## config.mk

```make
export PLATFORM = sky130hd
export DESIGN_NAME = mul_issue_unit_flat
export DESIGN_NICKNAME = d
export VERILOG_FILES = /design/src/rtl/mul_pkg.sv /design/src/rtl/mul_issue_unit_if.sv /design/src/rtl/mul_operand_ext.sv /design/src/rtl/mul_issue_unit.sv /design/src/flat_wrapper.sv
export SDC_FILE = /design/constraint.sdc
export NUM_CORES = 1
export LEC_CHECK = 0
export BUFFER_PORTS_ARGS = -buffer_cell sky130_fd_sc_hd__buf_2
export CAP_MARGIN = 20
export CORE_UTILIZATION = 43
export DETAILED_ROUTE_END_ITERATION = 8
export GPL_TIMING_DRIVEN = 0
export PLACE_DENSITY = 0.78
export SLEW_MARGIN = 20
export SYNTH_ARGS = -nofsm -noshare
export SYNTH_HDL_FRONTEND = slang
export SYNTH_HIERARCHICAL = 1
export SYNTH_SLANG_ARGS = --single-unit
```

## constraint.sdc

```tcl
create_clock -name clk -period 1.47 [get_ports clk]
set_input_delay 0 -clock clk [delete_from_list [all_inputs] [get_ports clk]]
set_output_delay 0 -clock clk [all_outputs]
set_load 0.05 [all_outputs]
```

## src/rtl/mul_pkg.sv

```systemverilog
// Shared types for the multiply issue unit: operation codes, FSM states
// and small helpers describing how each operation treats its operands.
package mul_pkg;

    // Operation encoding as it arrives on iOp.
    typedef enum logic [1:0] {
        MUL    = 2'b00,
        MULH   = 2'b01,
        MULHSU = 2'b10,
        MULHU  = 2'b11
    } mul_op_e;

    // Issue FSM states; at most one operation is in flight.
    typedef enum logic [2:0] {
        IDLE  = 3'd0,
        ISSUE = 3'd1,
        WAIT  = 3'd2,
        DONE  = 3'd3,
        DRAIN = 3'd4
    } mul_issue_state_e;

    // Source 1 is treated as signed for MULH and MULHSU.
    function automatic logic src1Signed(mul_op_e op);
        return (op == MULH) || (op == MULHSU);
    endfunction

    // Source 2 is treated as signed only for MULH.
    function automatic logic src2Signed(mul_op_e op);
        return (op == MULH);
    endfunction

    // Every operation except MUL returns the upper half of the product.
    function automatic logic selectsHigh(mul_op_e op);
        return (op != MUL);
    endfunction

endpackage

```

## src/rtl/mul_issue_unit_if.sv

```systemverilog
// Bundle of the request, multiplier issue, multiplier result and writeback
// handshakes of the multiply issue unit.
//
// Handshake rule for every valid/ready pair below: a transfer happens on a
// rising clock edge where valid and ready are both 1; once valid is raised
// the payload stays stable and valid stays high until that transfer.
interface mul_issue_unit_if #(
    parameter int WIDTH = 32,
    parameter int TAG_W = 4
);
    // Upstream request
    logic             iValid;
    logic             oReady;
    logic [1:0]       iOp;
    logic [WIDTH-1:0] iSrc1;
    logic [WIDTH-1:0] iSrc2;
    logic [TAG_W-1:0] iTag;
    logic             iFlush;

    // Multiplier issue
    logic             oMulValid;
    logic             iMulReady;
    logic [WIDTH:0]   oMulc;
    logic [WIDTH:0]   oMulr;

    // Multiplier result
    logic             iMulRsltValid;
    logic             oMulRsltReady;
    logic [WIDTH-1:0] iRsltHi;
    logic [WIDTH-1:0] iRsltLo;

    // Downstream writeback
    logic             oValid;
    logic             iReady;
    logic [WIDTH-1:0] oRslt;
    logic [TAG_W-1:0] oTag;

    // View of the issue unit itself.
    modport slave (
        input  iValid, iOp, iSrc1, iSrc2, iTag, iFlush,
        input  iMulReady, iMulRsltValid, iRsltHi, iRsltLo, iReady,
        output oReady, oMulValid, oMulc, oMulr, oMulRsltReady,
        output oValid, oRslt, oTag
    );

    // View of the surrounding pipeline and multiplier.
    modport master (
        output iValid, iOp, iSrc1, iSrc2, iTag, iFlush,
        output iMulReady, iMulRsltValid, iRsltHi, iRsltLo, iReady,
        input  oReady, oMulValid, oMulc, oMulr, oMulRsltReady,
        input  oValid, oRslt, oTag
    );

endinterface

```

## src/rtl/mul_operand_ext.sv

```systemverilog
// Combinational operand extension: widens both sources by one bit so a
// single signed (WIDTH+1)x(WIDTH+1) multiplier covers all four operations.
module mul_operand_ext
    import mul_pkg::*;
#(
    parameter int WIDTH = 32
) (
    input  mul_op_e          op,
    input  logic [WIDTH-1:0] src1,
    input  logic [WIDTH-1:0] src2,
    output logic [WIDTH:0]   mulc,
    output logic [WIDTH:0]   mulr
);

    // Sign-extend only where the operation treats the source as signed.
    assign mulc = {src1Signed(op) & src1[WIDTH-1], src1};
    assign mulr = {src2Signed(op) & src2[WIDTH-1], src2};

endmodule

```

## src/rtl/mul_issue_unit.sv

```systemverilog
// Multiply issue unit: accepts one request, issues extended operands to an
// external multiplier, collects the result and hands it downstream with
// its tag. A flush kills the held operation; any multiplier result still
// owed is drained and dropped.
//
// Optional feature: define MUL_ZERO_SKIP_EN to bypass the multiplier when
// either source is zero (result 0, valid one cycle after acceptance).
module mul_issue_unit
    import mul_pkg::*;
#(
    parameter int WIDTH = 32,
    parameter int TAG_W = 4
) (
    input  logic             clk,
    input  logic             nRst,
    mul_issue_unit_if.slave  bus,
    output mul_issue_state_e dbgState
);

    mul_issue_state_e state;
    mul_op_e          opReg;
    logic [TAG_W-1:0] tagReg;
    logic [WIDTH:0]   mulcReg;
    logic [WIDTH:0]   mulrReg;
    logic [WIDTH-1:0] rsltReg;
    logic             mulValidReg;
    logic             rsltReadyReg;
    logic             validReg;
    logic             flushPend;

    mul_op_e          reqOp;
    logic [WIDTH:0]   extMulc;
    logic [WIDTH:0]   extMulr;
    logic             skipMul;
    logic             xfer;

    assign reqOp = mul_op_e'(bus.iOp);

    mul_operand_ext #(
        .WIDTH (WIDTH)
    ) uOperandExt (
        .op   (reqOp),
        .src1 (bus.iSrc1),
        .src2 (bus.iSrc2),
        .mulc (extMulc),
        .mulr (extMulr)
    );

`ifdef MUL_ZERO_SKIP_EN
    // A zero operand makes the product zero regardless of the operation.
    assign skipMul = (bus.iSrc1 == '0) || (bus.iSrc2 == '0);
`else
    assign skipMul = 1'b0;
`endif

    // A flush in IDLE holds off acceptance for that cycle.
    assign bus.oReady = (state == IDLE) && !bus.iFlush;
    assign xfer       = bus.iValid && bus.oReady;

    assign bus.oMulValid     = mulValidReg;
    assign bus.oMulc         = mulcReg;
    assign bus.oMulr         = mulrReg;
    assign bus.oMulRsltReady = rsltReadyReg;
    assign bus.oValid        = validReg;
    assign bus.oRslt         = rsltReg;
    assign bus.oTag          = tagReg;
    assign dbgState          = state;

    // Issue FSM with registered handshake outputs and payload.
    always_ff @(posedge clk or negedge nRst) begin
        if (!nRst) begin
            state        <= IDLE;
            opReg        <= MUL;
            tagReg       <= '0;
            mulcReg      <= '0;
            mulrReg      <= '0;
            rsltReg      <= '0;
            mulValidReg  <= 1'b0;
            rsltReadyReg <= 1'b0;
            validReg     <= 1'b0;
            flushPend    <= 1'b0;
        end else begin
            case (state)
                IDLE: begin
                    if (xfer) begin
                        opReg   <= reqOp;
                        tagReg  <= bus.iTag;
                        mulcReg <= extMulc;
                        mulrReg <= extMulr;
                        if (skipMul) begin
                            rsltReg  <= '0;
                            validReg <= 1'b1;
                            state    <= DONE;
                        end else begin
                            mulValidReg <= 1'b1;
                            state       <= ISSUE;
                        end
                    end
                end

                ISSUE: begin
                    // The issue handshake always completes; a flush seen
                    // while stalled is remembered and routes us to DRAIN.
                    if (bus.iMulReady) begin
                        mulValidReg  <= 1'b0;
                        rsltReadyReg <= 1'b1;
                        flushPend    <= 1'b0;
                        state        <= (bus.iFlush || flushPend) ? DRAIN : WAIT;
                    end else if (bus.iFlush) begin
                        flushPend <= 1'b1;
                    end
                end

                WAIT: begin
                    if (bus.iMulRsltValid) begin
                        rsltReadyReg <= 1'b0;
                        if (bus.iFlush) begin
                            state <= IDLE;
                        end else begin
                            rsltReg  <= selectsHigh(opReg) ? bus.iRsltHi : bus.iRsltLo;
                            validReg <= 1'b1;
                            state    <= DONE;
                        end
                    end else if (bus.iFlush) begin
                        state <= DRAIN;
                    end
                end

                DRAIN: begin
                    // Swallow the owed result without reporting it.
                    if (bus.iMulRsltValid) begin
                        rsltReadyReg <= 1'b0;
                        state        <= IDLE;
                    end
                end

                DONE: begin
                    // Flush and accept both retire the result exactly once.
                    if (bus.iReady || bus.iFlush) begin
                        validReg <= 1'b0;
                        state    <= IDLE;
                    end
                end

                default: begin
                    mulValidReg  <= 1'b0;
                    rsltReadyReg <= 1'b0;
                    validReg     <= 1'b0;
                    flushPend    <= 1'b0;
                    state        <= IDLE;
                end
            endcase
        end
    end

endmodule
```

## src/flat_wrapper.sv

```systemverilog
// flat-port wrapper written by rule: the top's interface ports become plain ports
module mul_issue_unit_flat import mul_pkg::*;
#(
    parameter int WIDTH = 32,
    parameter int TAG_W = 4
)
  (clk, nRst, dbgState, bus_iValid, bus_iOp, bus_iSrc1, bus_iSrc2, bus_iTag, bus_iFlush, bus_iMulReady, bus_iMulRsltValid, bus_iRsltHi, bus_iRsltLo, bus_iReady, bus_oReady, bus_oMulValid, bus_oMulc, bus_oMulr, bus_oMulRsltReady, bus_oValid, bus_oRslt, bus_oTag);
  mul_issue_unit_if #(.WIDTH(WIDTH), .TAG_W(TAG_W)) bus_i ();
  input  logic clk;
  input  logic nRst;
  output mul_issue_state_e dbgState;
  input wire logic [$bits(bus_i.iValid)-1:0] bus_iValid;
  input wire logic [$bits(bus_i.iOp)-1:0] bus_iOp;
  input wire logic [$bits(bus_i.iSrc1)-1:0] bus_iSrc1;
  input wire logic [$bits(bus_i.iSrc2)-1:0] bus_iSrc2;
  input wire logic [$bits(bus_i.iTag)-1:0] bus_iTag;
  input wire logic [$bits(bus_i.iFlush)-1:0] bus_iFlush;
  input wire logic [$bits(bus_i.iMulReady)-1:0] bus_iMulReady;
  input wire logic [$bits(bus_i.iMulRsltValid)-1:0] bus_iMulRsltValid;
  input wire logic [$bits(bus_i.iRsltHi)-1:0] bus_iRsltHi;
  input wire logic [$bits(bus_i.iRsltLo)-1:0] bus_iRsltLo;
  input wire logic [$bits(bus_i.iReady)-1:0] bus_iReady;
  output wire logic [$bits(bus_i.oReady)-1:0] bus_oReady;
  output wire logic [$bits(bus_i.oMulValid)-1:0] bus_oMulValid;
  output wire logic [$bits(bus_i.oMulc)-1:0] bus_oMulc;
  output wire logic [$bits(bus_i.oMulr)-1:0] bus_oMulr;
  output wire logic [$bits(bus_i.oMulRsltReady)-1:0] bus_oMulRsltReady;
  output wire logic [$bits(bus_i.oValid)-1:0] bus_oValid;
  output wire logic [$bits(bus_i.oRslt)-1:0] bus_oRslt;
  output wire logic [$bits(bus_i.oTag)-1:0] bus_oTag;
  assign bus_i.iValid = bus_iValid;
  assign bus_i.iOp = bus_iOp;
  assign bus_i.iSrc1 = bus_iSrc1;
  assign bus_i.iSrc2 = bus_iSrc2;
  assign bus_i.iTag = bus_iTag;
  assign bus_i.iFlush = bus_iFlush;
  assign bus_i.iMulReady = bus_iMulReady;
  assign bus_i.iMulRsltValid = bus_iMulRsltValid;
  assign bus_i.iRsltHi = bus_iRsltHi;
  assign bus_i.iRsltLo = bus_iRsltLo;
  assign bus_i.iReady = bus_iReady;
  assign bus_oReady = bus_i.oReady;
  assign bus_oMulValid = bus_i.oMulValid;
  assign bus_oMulc = bus_i.oMulc;
  assign bus_oMulr = bus_i.oMulr;
  assign bus_oMulRsltReady = bus_i.oMulRsltReady;
  assign bus_oValid = bus_i.oValid;
  assign bus_oRslt = bus_i.oRslt;
  assign bus_oTag = bus_i.oTag;
  mul_issue_unit #(.WIDTH(WIDTH), .TAG_W(TAG_W)) u_core (.clk(clk), .nRst(nRst), .bus(bus_i), .dbgState(dbgState));
endmodule
```

==> results.md <==
* CP startpoint kind: register
* Dpl ws at -0.328 ns
* Synth Net Count at around 560
* Placed insts at just under 800
* Outcome: complete, but fails checks
* Max-slew violation count at 0
* HP Class: in2reg
* Crit path arrival time at about 2 ns
* RSZ-0062 raised after global routing: true
* M1 GR Usage at 26.7%
* Num CTS Buffers at 9
* Worst-path fanout max at 10
* PnR worst setup slack at -0.304 ns
* Final setup vio count at 108
* Max clock buf depth at 2
* Fin. Hold Viols at 0
* Largest net degree at the start of global routing at 58
* Synth Area per Inst at roughly 13 µm²
* Via/cell ratio at 4.86
* Synth warnings at 6
* Synth cell types at 30
* Num Clock Sinks at 111
* Worst hold slack at 0.0321 ns
* Worst slew margin at 65.3%
* CTS tree: yes
* Std-Cell Rows at 40
* Total gr overflow at 0
* Failing checks: setup timing
* Initial antenna violation count at 0
* Final wirelength at about 16,000 µm
* # diodes at 0
* Req. time, crit path at between 1.5 and 2 ns
* Post-Syn Area at 5390 µm²
* Via count at 4,598
* Net count, final at ~900
* Met2 global-route usage at between 40% and 50%
* GR peak layer: met2
* Layout cells sized above 1 at 50.6%
* Max cap viols at 0
* Post-synthesis sequential area ratio at 51.6%
* Clock skew at 0.00805 ns
* Fin crit period at around 1.8 ns
* Dpl hpwl at about 8900 µm
* Die Wd at 114 µm
* Number of global-route vias before repair at 4,790
* Worst slew pin tran at 0.521 ns
* CP endpoint kind: register
* PwrDens at 2360 nW/µm²
* Synthesized flop and latch total at approximately 110
* Design Area, Final at 8730 µm²
* Gp weighted congestion at ~0.8
* Overall Global Routing Usage at 24.5%
* Placed inst area at 6570 µm²
* CTS clk-pin slew, worst paths at 0.07 ns
* First-pass GRT wire length at 24,300 µm
* Starting Density at 44.5%
* FFs w/ async S/R, synth at 100%
* Wire per inst at 17.2 µm
* DIE AREA at 13,000 µm²
* Die Height at 114 µm
* Most used DFF post-synth: dfrtp_1
* Io pins at 250
* Core Area at 12,100 µm²
* Pleak at 4.44 nW
* Root Buffer Master: clkbuf_16
* Worst VDD drop at 2.05 mV
* Remaining DRCs at 0
* Number of synthesized flops with an enable pin at 0
* Fmax at approximately 560 MHz
* DRT iter0 DRCs at 200
* Drt first pass iters at 7
* Critical path type: reg2reg
* Period Utilization, post-route at 121%
* DRT antenna net count at 0
* Clock Latency Late Sink at 0.34 ns
* Area growth syn-to-layout at 62.0%
* Met3 Use GR at 5.58%
* CTS H-tree lvls at 3
* Syn Inst Count at 416
* Final std cells w/o fill at 946
* Number of port buffers at 186
power by group:
part,switching (mW),internal [mW]
sequential,0.953,4.60
clock,1.12,1.50
combinational,8.11,4.32
area by class of cell:
type                       count  area, µm²
clock buffer                   9        225
clock inverter                 7       97.6
fill                         740       3390
tap                          168        210
inverter                       3       11.3
buffer                        84        752
sequential                   111       2780
timing repair buffer         347       2630
multi-input combinational    217       2020
synthesized netlist by cell type (all sizes together), types with 2 or more instances:
master	number	share of area, %
nor4	2	0.23
inv	3	0.21
dfrtp	111	52
mux2	72	20
nor2b	2	0.37
mux2i	33	6.1
nor4b	2	0.33
o211ai	3	0.42
o21ai	5	0.46
nor3	4	0.58
a21oi	37	3.4
buf	82	11
nand2	8	0.70
nor2	40	2.8
clkbuf	3	0.21
sequential cells by signal (all words and copies together) (netlist names), 2 cells and up:
register / flops
u_core/bus.oMulc: 33
u_core/bus.oMulr: 33
u_core/bus.oRslt: 32
u_core/bus.oTag: 4
u_core/dbgState: 3
u_core/opReg: 2
worst max-delay path: stages, from the launching register on:
cell and delay, ns:
dfrtp_2 0.42, or2_4 0.28, nor3_4 0.24, nand2_4 0.11
buf_12 0.16, buf_12 0.15, mux2_4 0.31
per-layer routing:
layer,vias to the layer above,wire (µm)
li1,2079,-
met1,2214,6050
met2,252,8550
met3,53,1170
met4,0,551
met5,-,0
repair_timing:
action | in CTS | in global routing
pin swaps | 2 | 2
hold endpoints to repair | 158 | 0
setup endpoints to repair | 108 | 111
setup buffers | 8 | 11
resized for setup | 28 | 43
cloned | 2 | 4
hold buffers | 137 | 0
worst paths after layout:
| check | start | end | slack, ns | cells after the start |
|---|---|---|---|---|
| max | u_core/dbgState[0]$_DFFE_PN0P_ | u_core/bus.oMulc[19]$_DFFE_PN0P_ | -0.30 | 6 |
| min | bus_iReady | u_core/dbgState[1]$_DFFE_PN0P_ | 0.03 | 3 |
| max reg2reg | u_core/dbgState[0]$_DFFE_PN0P_ | u_core/bus.oMulc[19]$_DFFE_PN0P_ | -0.30 | 6 |
| min reg2reg | u_core/bus.oMulc[0]$_DFFE_PN0P_ | u_core/bus.oMulc[0]$_DFFE_PN0P_ | 0.51 | 1 |
| max in group asynchronous | nRst | u_core/dbgState[0]$_DFFE_PN0P_ | 0.63 | 3 |
| min in group asynchronous | nRst | u_core/bus.oMulc[0]$_DFFE_PN0P_ | 0.16 | 2 |
stage by stage:
stage | setup TNS, ns | power [mW] | utilization (%)
6_report | -22.79 | 20.6 | 72.0
5_1_grt | -28.43 | 21.4 | 72.0
4_1_cts | -23.47 | 20.2 | 70.1
3_5_place_dp | -28.66 | 16.8 | 54.2
2_1_floorplan | -54.24 | 14.3 | -
3_3_place_gp | -108.28 | 16.5 | 53.9
placed cells by master (no fill, tap or decap), drive strengths merged, types with 2 or more instances in the layout:
master / n
inv: 3
nor2b: 2
nor4b: 2
dlygate4sd3: 137
mux2: 72
o211ai: 3
bufinv: 2
dfrtp: 111
a21oi: 37
nor3: 4
clkinv: 3
nor2: 40
clkbuf: 13
nor4: 2
buf: 290
nand2: 8
o21ai: 5
clkinvlp: 2
mux2i: 33
logic make-up (layout without fill, tap and decap cells):
logic type | Yosys count | in the layout | synth area share, %
AOI/OAI and AO/OA | 49 | 49 | 4.97
adders and majority gates | 1 | 1 | 0.232
buffers and inverters | 88 | 450 | 11.8
DFF | 111 | 111 | 51.6
muxes | 105 | 105 | 26.0
and+or+nand+nor | 62 | 62 | 5.43
Power figures use the tool's default switching activity.
